==> src/rtl/core_run_ctrl_pkg.sv <==
// Shared encodings for the core run controller: FSM states, halt causes
// and the default halt instruction encoding.
package core_run_ctrl_pkg;

    typedef enum logic [2:0] {
        ST_IDLE   = 3'd0,
        ST_RESET  = 3'd1,
        ST_RUN    = 3'd2,
        ST_STEP   = 3'd3,
        ST_PAUSED = 3'd4
    } run_state_t;

    typedef enum logic [2:0] {
        HC_NONE  = 3'd0,
        HC_STOP  = 3'd1,
        HC_BKPT  = 3'd2,
        HC_HLT   = 3'd3,
        HC_LIMIT = 3'd4,
        HC_STEP  = 3'd5
    } halt_cause_t;

    localparam logic [31:0] HALT_INSN_DEFAULT = 32'hD4400000;

endpackage

==> src/rtl/core_run_ctrl_if.sv <==
// Host/debug controls, datapath observation and run-control outputs of the
// core run controller, bundled as one interface.
interface core_run_ctrl_if;

    // host / debug controls
    logic        start;
    logic        stop;
    logic        step;
    logic        resume;
    logic        bp_en;
    logic [63:0] bp_addr;
    // datapath observation
    logic [63:0] ins_Addr;
    logic [31:0] ins;
    // run-control outputs
    logic        core_rst;
    logic        core_ce;
    logic [2:0]  state;
    logic [2:0]  halt_cause;
    logic [31:0] retired;

    modport master (
        output start, stop, step, resume, bp_en, bp_addr, ins_Addr, ins,
        input  core_rst, core_ce, state, halt_cause, retired
    );

    modport slave (
        input  start, stop, step, resume, bp_en, bp_addr, ins_Addr, ins,
        output core_rst, core_ce, state, halt_cause, retired
    );

endinterface

==> src/rtl/core_halt_detect.sv <==
// Combinational halt evaluation for free-run: stop, halt instruction,
// breakpoint and retire limit, in that priority order.
module core_halt_detect
    import core_run_ctrl_pkg::*;
#(
    parameter logic [31:0] HALT_INSN  = HALT_INSN_DEFAULT,
    parameter int unsigned MAX_CYCLES = 0
) (
    input  logic        stop,
    input  logic [31:0] ins,
    input  logic [63:0] ins_addr,
    input  logic        bp_en,
    input  logic [63:0] bp_addr,
    input  logic        skip_bp,
    input  logic [31:0] retired,
    output logic        halt,
    output halt_cause_t cause
);

    // Highest-priority active condition wins.
    always_comb begin
        halt  = 1'b0;
        cause = HC_NONE;
        if (stop) begin
            halt  = 1'b1;
            cause = HC_STOP;
        end else if (ins == HALT_INSN) begin
            halt  = 1'b1;
            cause = HC_HLT;
        end else if (bp_en && (ins_addr == bp_addr) && !skip_bp) begin
            halt  = 1'b1;
            cause = HC_BKPT;
        end else if ((MAX_CYCLES != 0) && (retired == MAX_CYCLES)) begin
            halt  = 1'b1;
            cause = HC_LIMIT;
        end
    end

endmodule

==> src/rtl/core_run_ctrl.sv <==
// Run controller for the single-cycle datapath: sequences reset, free-run,
// single-step and pause, and gates all architectural updates via core_ce.
module core_run_ctrl
    import core_run_ctrl_pkg::*;
#(
    parameter int unsigned RST_CYCLES = 4,
    parameter int unsigned MAX_CYCLES = 0,
    parameter logic [31:0] HALT_INSN  = HALT_INSN_DEFAULT
) (
    input  logic            clk,
    input  logic            rst,
    core_run_ctrl_if.slave  bus
);

    localparam int unsigned CW = (RST_CYCLES > 1) ? $clog2(RST_CYCLES) : 1;

    run_state_t   state_q, state_d;
    halt_cause_t  cause_q, cause_d;
    logic [31:0]  retired_q, retired_d;
    logic [CW-1:0] cnt_q, cnt_d;
    logic         skip_bp_q, skip_bp_d;
    logic         core_rst_q, core_rst_d;
    logic         core_ce;
    logic         halt;
    halt_cause_t  halt_cause;

    core_halt_detect #(
        .HALT_INSN  (HALT_INSN),
        .MAX_CYCLES (MAX_CYCLES)
    ) u_halt_detect (
        .stop     (bus.stop),
        .ins      (bus.ins),
        .ins_addr (bus.ins_Addr),
        .bp_en    (bus.bp_en),
        .bp_addr  (bus.bp_addr),
        .skip_bp  (skip_bp_q),
        .retired  (retired_q),
        .halt     (halt),
        .cause    (halt_cause)
    );

    // Clock-enable, retire counting and next-state selection; start overrides all.
    always_comb begin
        state_d   = state_q;
        cause_d   = cause_q;
        retired_d = retired_q;
        cnt_d     = cnt_q;
        skip_bp_d = 1'b0;
        core_ce   = 1'b0;

        case (state_q)
            ST_RUN:  core_ce = !halt;
            ST_STEP: core_ce = (bus.ins != HALT_INSN);
            default: core_ce = 1'b0;
        endcase
        if (bus.start) begin
            core_ce = 1'b0;
        end

        if (core_ce && (retired_q != '1)) begin
            retired_d = retired_q + 32'd1;
        end

        if (bus.start) begin
            state_d   = ST_RESET;
            cnt_d     = CW'(RST_CYCLES - 1);
            retired_d = '0;
        end else begin
            case (state_q)
                ST_RESET: begin
                    if (cnt_q == '0) begin
                        state_d = ST_RUN;
                        cause_d = HC_NONE;
                    end else begin
                        cnt_d = cnt_q - 1'b1;
                    end
                end
                ST_RUN: begin
                    if (halt) begin
                        state_d = ST_PAUSED;
                        cause_d = halt_cause;
                    end
                end
                ST_STEP: begin
                    state_d = ST_PAUSED;
                    cause_d = (bus.ins == HALT_INSN) ? HC_HLT : HC_STEP;
                end
                ST_PAUSED: begin
                    // skip_bp only lives for the first cycle after leaving pause
                    if (bus.step) begin
                        state_d   = ST_STEP;
                        skip_bp_d = 1'b1;
                    end else if (bus.resume) begin
                        state_d   = ST_RUN;
                        skip_bp_d = 1'b1;
                    end
                end
                default: state_d = state_q;
            endcase
        end

        core_rst_d = (state_d == ST_IDLE) || (state_d == ST_RESET);
    end

    // State, counters and registered core reset.
    always_ff @(posedge clk) begin
        if (rst) begin
            state_q    <= ST_IDLE;
            cause_q    <= HC_NONE;
            retired_q  <= '0;
            cnt_q      <= '0;
            skip_bp_q  <= 1'b0;
            core_rst_q <= 1'b1;
        end else begin
            state_q    <= state_d;
            cause_q    <= cause_d;
            retired_q  <= retired_d;
            cnt_q      <= cnt_d;
            skip_bp_q  <= skip_bp_d;
            core_rst_q <= core_rst_d;
        end
    end

    assign bus.core_ce    = core_ce;
    assign bus.core_rst   = core_rst_q;
    assign bus.state      = state_q;
    assign bus.halt_cause = cause_q;
    assign bus.retired    = retired_q;

endmodule

==> src/flat_wrapper.sv <==
// flat-port wrapper written by rule: the top's interface ports become plain ports
module core_run_ctrl_flat import core_run_ctrl_pkg::*;
#(
    parameter int unsigned RST_CYCLES = 4,
    parameter int unsigned MAX_CYCLES = 0,
    parameter logic [31:0] HALT_INSN  = HALT_INSN_DEFAULT
)
  (clk, rst, bus_start, bus_stop, bus_step, bus_resume, bus_bp_en, bus_bp_addr, bus_ins_Addr, bus_ins, bus_core_rst, bus_core_ce, bus_state, bus_halt_cause, bus_retired);
  core_run_ctrl_if bus_i ();
  input  logic clk;
  input  logic rst;
  input wire logic [$bits(bus_i.start)-1:0] bus_start;
  input wire logic [$bits(bus_i.stop)-1:0] bus_stop;
  input wire logic [$bits(bus_i.step)-1:0] bus_step;
  input wire logic [$bits(bus_i.resume)-1:0] bus_resume;
  input wire logic [$bits(bus_i.bp_en)-1:0] bus_bp_en;
  input wire logic [$bits(bus_i.bp_addr)-1:0] bus_bp_addr;
  input wire logic [$bits(bus_i.ins_Addr)-1:0] bus_ins_Addr;
  input wire logic [$bits(bus_i.ins)-1:0] bus_ins;
  output wire logic [$bits(bus_i.core_rst)-1:0] bus_core_rst;
  output wire logic [$bits(bus_i.core_ce)-1:0] bus_core_ce;
  output wire logic [$bits(bus_i.state)-1:0] bus_state;
  output wire logic [$bits(bus_i.halt_cause)-1:0] bus_halt_cause;
  output wire logic [$bits(bus_i.retired)-1:0] bus_retired;
  assign bus_i.start = bus_start;
  assign bus_i.stop = bus_stop;
  assign bus_i.step = bus_step;
  assign bus_i.resume = bus_resume;
  assign bus_i.bp_en = bus_bp_en;
  assign bus_i.bp_addr = bus_bp_addr;
  assign bus_i.ins_Addr = bus_ins_Addr;
  assign bus_i.ins = bus_ins;
  assign bus_core_rst = bus_i.core_rst;
  assign bus_core_ce = bus_i.core_ce;
  assign bus_state = bus_i.state;
  assign bus_halt_cause = bus_i.halt_cause;
  assign bus_retired = bus_i.retired;
  core_run_ctrl #(.RST_CYCLES(RST_CYCLES), .MAX_CYCLES(MAX_CYCLES), .HALT_INSN(HALT_INSN)) u_core (.clk(clk), .rst(rst), .bus(bus_i));
endmodule
==> config.mk <==
export PLATFORM = sky130hd
export DESIGN_NAME = core_run_ctrl_flat
export DESIGN_NICKNAME = d
export VERILOG_FILES = /design/src/rtl/core_run_ctrl_pkg.sv /design/src/rtl/core_run_ctrl_if.sv /design/src/rtl/core_halt_detect.sv /design/src/rtl/core_run_ctrl.sv /design/src/flat_wrapper.sv
export SDC_FILE = /design/constraint.sdc
export NUM_CORES = 1
export LEC_CHECK = 0
export BUFFER_PORTS_ARGS = -buffer_cell sky130_fd_sc_hd__buf_4
export CORE_ASPECT_RATIO = 0.7
export CORE_MARGIN = 2
export CORE_UTILIZATION = 43
export CTS_CLUSTER_DIAMETER = 120
export CTS_CLUSTER_SIZE = 20
export DETAILED_ROUTE_END_ITERATION = 8
export PLACE_DENSITY = 0.89
export SLEW_MARGIN = 20
export SYNTH_ARGS = -nofsm -noshare
export SYNTH_HDL_FRONTEND = slang
export SYNTH_SLANG_ARGS = --single-unit
==> constraint.sdc <==
create_clock -name clk -period 3.2 [get_ports clk]
set_input_delay 0.48 -clock clk [delete_from_list [all_inputs] [get_ports clk]]
set_output_delay 0.48 -clock clk [all_outputs]
set_load 0.02 [all_outputs]
-- After elaboration in Yosys (flattened, before gate mapping)
Index checks and enable logic that the tools add are counted.
- add/subtract/negate cells: 2
- reduce and logical (&&, ||, !) cells: 14
- equality and inequality tests: 12
- bitwise logic cells: 2
- muxes and demuxes: 23
- operators with widths (cell ; number):
    $eq A64 B64 Y1 ; 1
    $ne A32 B32 Y1 const B ; 2
    $add A32 B1 Y32 const B ; 1
    $eq A32 B32 Y1 const B ; 1
    $mux W3 ; 8
    $mux W2 ; 6
    $pmux W3 S4 ; 1
    $pmux W3 S3 ; 1
    $eq A3 B1 Y1 const B ; 2
    $eq A3 B2 Y1 const B ; 2
    $mux W1 ; 6
    $ne A2 B1 Y1 const B ; 2
    $reduce_and A4 Y1 ; 1
    $eq A3 B3 Y1 const B ; 1
    $logic_and A1 B1 Y1 ; 3
    $logic_not A3 Y1 ; 1
    $reduce_bool A3 Y1 ; 1
    $reduce_or A3 Y1 ; 1
    $logic_not A1 Y1 ; 2
    $logic_not A2 Y1 ; 1
    $ne A2 B2 Y1 const B ; 1
    $not A1 Y1 ; 2
    $pmux W1 S2 ; 1
    $reduce_and A2 Y1 ; 1
    other kinds (4) ; 4
- flip-flop bits (word level): 42
- logic and storage cells: 59
- bits of input ports: 167
- output and inout port bits: 40

-- Logic depth before layout (Yosys ltp)
Gate-level depths: netlist (run 1).
- word-level depth: 11
- mapped depth: 10
- gate-level depth less buffers: 8

-- Modules after synthesis
From an unflattened synthesis (run 1), not the netlist that was laid out.
- cells, all modules: 400
- area, all modules: 3155.5 sq um
- modules (own cells, without submodules) (module ; seq. area each (sq um) ; instances ; area an instance (sq um) ; cells each):
    core_run_ctrl ; 840.8 ; 1 ; 2219.6 ; 274
    core_halt_detect ; 0.0 ; 1 ; 935.9 ; 126

-- Worst setup path after synthesis (run 1)
No wires, ideal clock.
- kind: in2out
- from: input bus_bp_addr[62]
- to: output bus_core_ce
- slack: 0.491 ns
- data required time: 2.720 ns
- arrival: 2.229 ns
- buffers on the path: 2
- stages on the path: 9
- cell sequence: nor2b_1 > a2111o_1 > nor4_1 > nand4_1 > nor4_4 > or2_4 > buf_6 > buf_12 > inv_1
- longest elaborated chain between the ends: 9
- ends and longest elaborated chain (element ; RTL line ; RTL):
    start: declaration ; flat_wrapper.sv:17 ; input wire logic [$bits(bus_i.bp_addr)-1:0] bus_bp_addr;
    $eq A64 B64 Y1 ; core_halt_detect.sv:30 ; end else if (bp_en && (ins_addr == bp_addr) && !skip_bp) begin
    $logic_and A1 B1 Y1 (2 in a row) ; core_halt_detect.sv:30 ;
    $mux W1 ; core_halt_detect.sv:30 ;
    $mux W1 ; core_halt_detect.sv:27 ; end else if (ins == HALT_INSN) begin
    $mux W1 ; core_halt_detect.sv:24 ; if (stop) begin
    $logic_not A1 Y1 ; core_run_ctrl.sv:52 ; ST_RUN: core_ce = !halt;
    $pmux W1 S2 ; core_run_ctrl.sv:51 ; case (state_q)
    $mux W1 ; core_run_ctrl.sv:56 ; if (bus.start) begin
    end: declaration ; flat_wrapper.sv:21 ; output wire logic [$bits(bus_i.core_ce)-1:0] bus_core_ce;
Every way passes these cells.

-- Worst setup path after layout (run 1)
Same ends and word-level chain as after synthesis.

==> results.json, run 1 <==
{
  "final_common_cell": "buf_4",
  "start_kind": "input port",
  "internal_power_mw": 0.8979,
  "slew_headroom_pct": 49.32,
  "cap_violations": 0,
  "path_max_fanout": 16,
  "dp_hpwl_mm": 10.11,
  "setup_viol": 0,
  "wire_per_inst_um": 17.75,
  "postCtsHoldBufs": 0,
  "syn-cell-area_um2": 3228,
  "ant_nets": 0,
  "fin_skew_ps": 6.524,
  "grt_max_degree": 35,
  "cp.arrival_ps": 2460,
  "drt_iter0_markers": 235,
  "slew_viol_final": 0,
  "grt_first_pass_wirelength_mm": 19.45,
  "crit_family": "simple AND/OR/NAND/NOR gates",
  "antenna_found_initial": 0,
  "power.leakage_nw": 2.163,
  "cpPeakStageDelay_ps": 400,
  "synth_seq_area_share_pct": 26.05,
  "remaining_drc_errors": 0,
  "power_switching_share_pct": 26.33,
  "cts_buffers": 5,
  "avgSynthCellArea_um2": 8.214,
  "gp_congestion": 0.9472,
  "initial_core_util_pct": 44.30,
  "finalCriticalPeriod_ps": 2940,
  "fmax_mhz": 340.1,
  "clock_latency_ps": 290,
  "grt_pass1_vias": 3844,
  "syn_nets": 562,
  "status": "complete, no violations",
  "synth_seq_cells": 42,
  "viasPerCell": 5.635,
  "seq_power_share_pct": 44.0,
  "die_y_um": 76.49,
  "crit_buf_inv": 3,
  "firstDrtPassIters": 6,
  "clk_path_buf_depth": 2,
  "layout_common_cells": "buf_4, dfxtp_1, nand2_1",
  "critical_path_class": "input port to output pin",
  "crit_path_frequent_cell": "buf_4",
  "ys_types": 63,
  "finalHoldViolations": 0,
  "p_per_area_nw_per_um2": 249.3,
  "p_sw_mw": 0.3209,
  "tns_ps": 0,
  "synthCells": 393,
  "worstPathCellList": "buf_4, nor2b_1, a2111o_1, nor4_1, nand4_1, nor4_4, or2_4, inv_1, buf_4",
  "tightestPinTransition_ps": 759.7,
  "htreeDepth": 2,
  "fp.coreArea_um2": 7287,
  "hold_slack_ps": 444.6,
  "die_x_um": 107.6,
  "die_area_um2": 8227,
  "nets": 764,
  "cts.sinks": 42,
  "cts_tree": "yes",
  "n_antenna_cell": 0,
  "crit_slowest_cell": "a2111o_1",
  "hold_class": "input port to flip-flop",
  "yosys_warnings": 0,
  "fin_crit_sh_pct": 91.87,
  "irDropWorstVdd_uv": 199.5,
  "synth_edf_count": 0,
  "clockRootBuffer": "clkbuf_8",
  "clkTransAtPathRegs_ps": 80,
  "io_pins": 207,
  "p_comb_share_pct": 26.3,
  "num_vias": 3911,
  "cp.required_ps": 2720,
  "worstSetupEndpointType": "output pin",
  "routed_wl_mm": 12.32,
  "grt_use_total_pct": 29.63,
  "rows": 26,
  "rsz0062_at_grt": "false",
  "power_frac_clock_pct": 29.7,
  "synth_flop_cell": "dfxtp_1",
  "portBuffers": 206,
  "async_flop_share_pct": 0,
  "gr-total-overflow": 0,
  "cts_resized": 0,
  "post-cts-setup-buffers": 0,
  "drive_above_1_share_pct": 42.79,
  "area_growth_syn_to_layout_pct": 51.47
}
[path summary, 6_finish.rpt]
| check | slack [ps] | from | cells past startpoint | end |
|---|---|---|---|---|
| worst max register to register | 430 | u_core.bus.retired[2]$_SDFFE_PP0P_ | 8 | u_core.bus.retired[25]$_SDFFE_PP0P_ |
| worst max-delay path | 260 | bus_bp_addr[62] | 9 | bus_core_ce |
| worst min-delay path | 440 | rst | 2 | u_core.bus.halt_cause[2]$_SDFFE_PP0P_ |
| worst min register to register | 490 | u_core.bus.halt_cause[2]$_SDFFE_PP0P_ | 2 | u_core.bus.halt_cause[2]$_SDFFE_PP0P_ |
[registers in the layout, summed over array words and instances (netlist names)]
| name | flops |
|---|---|
| u_core.bus.core_rst | 1 |
| u_core.bus.halt_cause | 3 |
| u_core.bus.retired | 32 |
| u_core.bus.state | 3 |
| u_core.cnt_q | 2 |
| u_core.skip_bp_q | 1 |
[metal layers]
layer | vias to the layer above | track usage (%) | wire (um)
li1 | 1879 | - | -
met1 | 1787 | 36.66 | 4977
met4 | 0 | 15.51 | 668
met5 | - | 0 | 0
met2 | 195 | 47.92 | 5669
met3 | 50 | 6.587 | 1005
[cell families after synthesis]
kind of cell	share of synthesized area [%]
and+or+nand+nor	30.70
buffers and inverters	7.248
DFF	26.05
AOI/OAI and AO/OA	21.36
xor gates and xnor gates	13.57
adders and majority gates	0.7751
muxes	0.3101
[metrics by stage]
stage               std cells  setup slack, ps  utilization (%)  power (mW)  instance area [um2]
detailed placement        686            187.7            65.85      0.8668                 4798
CTS                       694            226.6            67.10       1.218                 4890
floorplan                 393            490.9                -      0.6666                 3228
finish                    694            260.1            67.10       1.219                 4890
global route              694            18.77            67.10       1.274                 4890
global placement          686            265.5            65.85      0.8578                 4798
[final cells by class]
class | instances | area, um2
Timing Repair Buffer | 212 | 1592
Inverter | 24 | 90.09
Tap cell | 98 | 122.6
Fill cell | 641 | 2397
Clock buffer | 7 | 86.33
Multi-Input combinational cell | 310 | 2153
Sequential cell | 42 | 840.8
Clock inverter | 1 | 5.005
[cells in the mapped netlist, types with 2 or more instances]
| cell | number | share of area [%] |
|---|---|---|
| or4_1 | 11 | 2.6 |
| inv_1 | 24 | 2.8 |
| o311ai_0 | 2 | 0.54 |
| o41ai_1 | 3 | 0.81 |
| nand3_1 | 10 | 1.6 |
| and2_1 | 4 | 0.78 |
| nor4_1 | 20 | 3.9 |
| dfxtp_1 | 42 | 26 |
| nor2b_1 | 7 | 1.4 |
| a2111o_1 | 3 | 1.0 |
| a31o_2 | 3 | 0.81 |
| o21a_1 | 5 | 1.2 |
| a31oi_1 | 3 | 0.58 |
| nand4_1 | 15 | 2.9 |
| a21oi_2 | 11 | 3.0 |
| o31ai_1 | 11 | 2.6 |
| and4_1 | 6 | 1.6 |
| a211oi_1 | 2 | 0.46 |
| xnor2_1 | 20 | 5.4 |
| ha_1 | 2 | 0.78 |
| o31a_2 | 4 | 1.2 |
| clkbuf_1 | 7 | 0.81 |
| nor3_1 | 6 | 0.93 |
| nand2_1 | 31 | 3.6 |
| o21ai_0 | 4 | 0.62 |
| buf_2 | 3 | 0.46 |
| nor4b_1 | 3 | 0.81 |
| o22ai_1 | 7 | 1.4 |
| xor2_1 | 30 | 8.1 |
| a21oi_1 | 11 | 1.7 |
| or3_1 | 6 | 1.2 |
| buf_12 | 2 | 1.2 |
| and3_1 | 5 | 0.97 |
| nor2_1 | 24 | 2.8 |
| a41o_1 | 3 | 0.93 |
| or4_2 | 3 | 0.81 |
| or3_2 | 3 | 0.70 |
| buf_6 | 3 | 1.0 |
| o211ai_1 | 5 | 1.2 |
| o21ai_2 | 4 | 1.1 |
| and2b_1 | 3 | 0.70 |
[power by group through the flow]
stage | sequential [mW] | clock, mW | combinational (mW)
floorplan | 0.547 | 0 | 0.120
global placement | 0.548 | 0 | 0.310
detailed placement | 0.549 | 0 | 0.318
CTS | 0.537 | 0.362 | 0.319
global route | 0.538 | 0.389 | 0.347
finish | 0.537 | 0.362 | 0.321
(Power assumes the default switching activity.)
==> inputs of run 2 (changes only) <==
--- a/config.mk
+++ b/config.mk
@@ -8,12 +8,12 @@
 export BUFFER_PORTS_ARGS = -buffer_cell sky130_fd_sc_hd__buf_4
 export CORE_ASPECT_RATIO = 0.7
 export CORE_MARGIN = 2
-export CORE_UTILIZATION = 43
+export CORE_UTILIZATION = 39
 export CTS_CLUSTER_DIAMETER = 120
 export CTS_CLUSTER_SIZE = 20
 export DETAILED_ROUTE_END_ITERATION = 8
-export PLACE_DENSITY = 0.89
-export SLEW_MARGIN = 20
+export PLACE_DENSITY = 0.86
 export SYNTH_ARGS = -nofsm -noshare
 export SYNTH_HDL_FRONTEND = slang
+export SYNTH_HIERARCHICAL = 1
 export SYNTH_SLANG_ARGS = --single-unit
==> constraint.sdc (replaced) <==
create_clock -name clk -period 2.7 [get_ports clk]
set_input_delay 0.405 -clock clk [delete_from_list [all_inputs] [get_ports clk]]
set_output_delay 0.405 -clock clk [all_outputs]
set_load 0.02 [all_outputs]
==> run 2 against run 1 <==
  * The run now ends with negative setup slack left
  * Global-route usage is 2.7 points lower
  * Critical path depth is 2 higher
  * Clock skew is 0.51 ps higher
  * Register-to-register slack worse by 120 ps
  * Core utilization is 3.3 points lower
  * Sequential share of layout area is 0.45 points lower
  * Synthesized area is 2.2% lower
  * Critical endpoint unchanged
  * Largest power group unchanged
  * Highest routed layer unchanged
==> results.json, run 2 <==
{
  "area_growth_syn_to_layout_pct": 59.12,
  "fmax_mhz": 359.3,
  "synthCells": 400,
  "violations": "negative setup slack",
  "fin_ws_ps": -83.05,
  "n_fill_cell": 681,
  "crit_family": "simple AND/OR/NAND/NOR gates",
  "dp.cells": 704,
  "synth_flop_cell": "dfxtp_1",
  "async_flop_share_pct": 0,
  "finish.instance_area_um2": 5021,
  "clkTransAtPathRegs_ps": 60,
  "clockRootBuffer": "clkbuf_16",
  "synth_top_area_cell": "dfxtp_1",
  "critical_path_class": "input port to output pin",
  "crit_slowest_cell": "a2111o_1",
  "dp_hpwl_mm": 10.14,
  "fp.coreArea_um2": 7871,
  "path_max_fanout": 5,
  "firstDrtPassIters": 5,
  "cap_violations": 0,
  "die_y_um": 79.26,
  "crit_buf_inv": 3,
  "io_pins": 207,
  "die_area_um2": 8838,
  "p_per_area_nw_per_um2": 327.4,
  "cts_buffers": 5,
  "post_dp_cell_area_um2": 4827,
  "drt_iter0_markers": 324,
  "grt_max_degree": 35,
  "num_vias": 3975,
  "yosys-top-cells-count": "dfxtp_1, xnor2_1, a21oi_1, nor2_1, nand4_1",
  "n_antenna_cell": 0,
  "setup_viol": 1,
  "crit_path_frequent_cell": "buf_4",
  "tightestPinTransition_ps": 668.6,
  "nets": 782,
  "gr-total-overflow": 0,
  "start_kind": "input port",
  "preCtsSetupSlack_ps": -85.45,
  "finalHoldViolations": 0,
  "synth_seq_area_share_pct": 26.65,
  "remaining_drc_errors": 0,
  "irDropWorstVdd_uv": 273.3,
  "portBuffers": 206,
  "cp-startpoint": "bus_bp_addr[45]",
  "routed_wl_mm": 12.39,
  "cts.sinks": 42,
  "syn_nets": 569,
  "drive_above_1_share_pct": 40.07,
  "slew_viol_final": 0,
  "ys_types": 52,
  "finalCriticalPeriod_ps": 2783,
  "power.leakage_nw": 2.020,
  "die_x_um": 111.5,
  "slew_headroom_pct": 55.43,
  "final_common_cell": "buf_4",
  "cts_tree": "yes",
  "htreeDepth": 2,
  "clk_path_buf_depth": 2,
  "r2r-start": "u_core/bus.retired[7]$_SDFFE_PP0P_",
  "grt_use_total_pct": 26.93,
  "gp_congestion": 0.9120,
  "synth_top_area_share_pct": 26.65,
  "fin_crit_sh_pct": 103.1,
  "fin_skew_ps": 7.033,
  "cp.arrival_ps": 2380,
  "grt_first_pass_wirelength_mm": 19.21,
  "syn-cell-area_um2": 3156,
  "final_cells": 715,
  "synth.most_common_cell": "dfxtp_1",
  "rsz0062_at_grt": "true",
  "status": "complete, but fails checks",
  "rows": 27,
  "antenna_found_initial": 0,
  "viasPerCell": 5.559,
  "initial_core_util_pct": 40.09,
  "clock_latency_ps": 290,
  "wire_per_inst_um": 17.32,
  "hold_class": "input port to flip-flop",
  "synth_area_leaders": "dfxtp_1, xnor2_1, nand4_1, a21oi_1, nor4_1",
  "cp.required_ps": 2300,
  "min_from": "rst",
  "synth_edf_count": 0,
  "grt_pass1_vias": 3902,
  "p_total_mw": 1.644,
  "largest_reg_flops": 32,
  "avgSynthCellArea_um2": 7.889,
  "hold_slack_ps": 345.1,
  "worstPathCellList": "buf_4, nor2b_1, a2111o_1, nor4_2, nand4_1, o21bai_1, nor2b_4, nor3_2, nand2_1, inv_1, buf_4",
  "cpPeakStageDelay_ps": 430,
  "synth_seq_cells": 42,
  "worstSetupEndpointType": "output pin",
  "ant_nets": 0,
  "yosys_warnings": 6,
  "layout_common_cells": "buf_4, dfxtp_1, xnor2_1"
}
## run 2: through the flow
step                util (%)  TNS, ps
floorplan                  -        0
global placement       61.33        0
detailed placement     61.33   -558.3
CTS                    63.44        0
global route           63.79   -132.4
finish                 63.79   -83.05
## run 2: where the power goes
group	total [mW]	switching [mW]	internal (mW)
Sequential	0.629	0.00373	0.625
Clock	0.611	0.246	0.366
Combinational	0.404	0.156	0.248
Total	1.64	0.405	1.24
## run 2: area by class of cell
class	instances	area, um2	area share, %
Clock buffer	6	138.9	2.766
Clock inverter	2	12.51	0.2492
Inverter	22	82.58	1.645
Multi-Input combinational cell	322	2168	43.18
Sequential cell	42	840.8	16.75
Tap cell	101	126.4	2.517
Timing Repair Buffer	220	1652	32.89
## run 2: worst paths after layout
kind	to	slack (ps)	cells past startpoint
setup reg to reg	u_core/bus.retired[14]$_SDFFE_PP0P_	310	6
setup / recovery	bus_core_ce	-80	11
hold reg to reg	u_core/bus.halt_cause[1]$_SDFFE_PP0P_	490	2
hold / removal	u_core/cnt_q[0]$_SDFFE_PP0P_	350	2
## run 2: kinds of logic after synthesis
| kind of cell | after synthesis | synth area share (%) |
|---|---|---|
| AND/OR/NAND/NOR | 184 | 34.77 |
| AO/OA/AOI/OAI | 81 | 17.29 |
| XOR/XNOR | 51 | 14.16 |
| flip-flops | 42 | 26.65 |
| buffers and inverters | 36 | 5.273 |
| multiplexers | 3 | 0.9517 |
| adder cells (fa/ha/maj) | 2 | 0.7929 |
| other | 1 | 0.1188 |
## run 2: per-layer routing
metal  wire [um]  GRT usage (%)  up-vias
met5           0              0        -
met4         243          6.420        0
met3        1095          6.794       33
met2        5851          46.95      202
met1        5197          33.74     1830
li1            -              -     1910
## run 2: repair_timing
| item | CTS | global route |
|---|---|---|
| hold buffers | 0 | 0 |
| resized for setup | 2 | 2 |
| setup buffers | 1 | 2 |
| endpoints found under the setup margin | 1 | 11 |
| endpoints found under the hold margin | 0 | 0 |
| pin swaps | 2 | 2 |
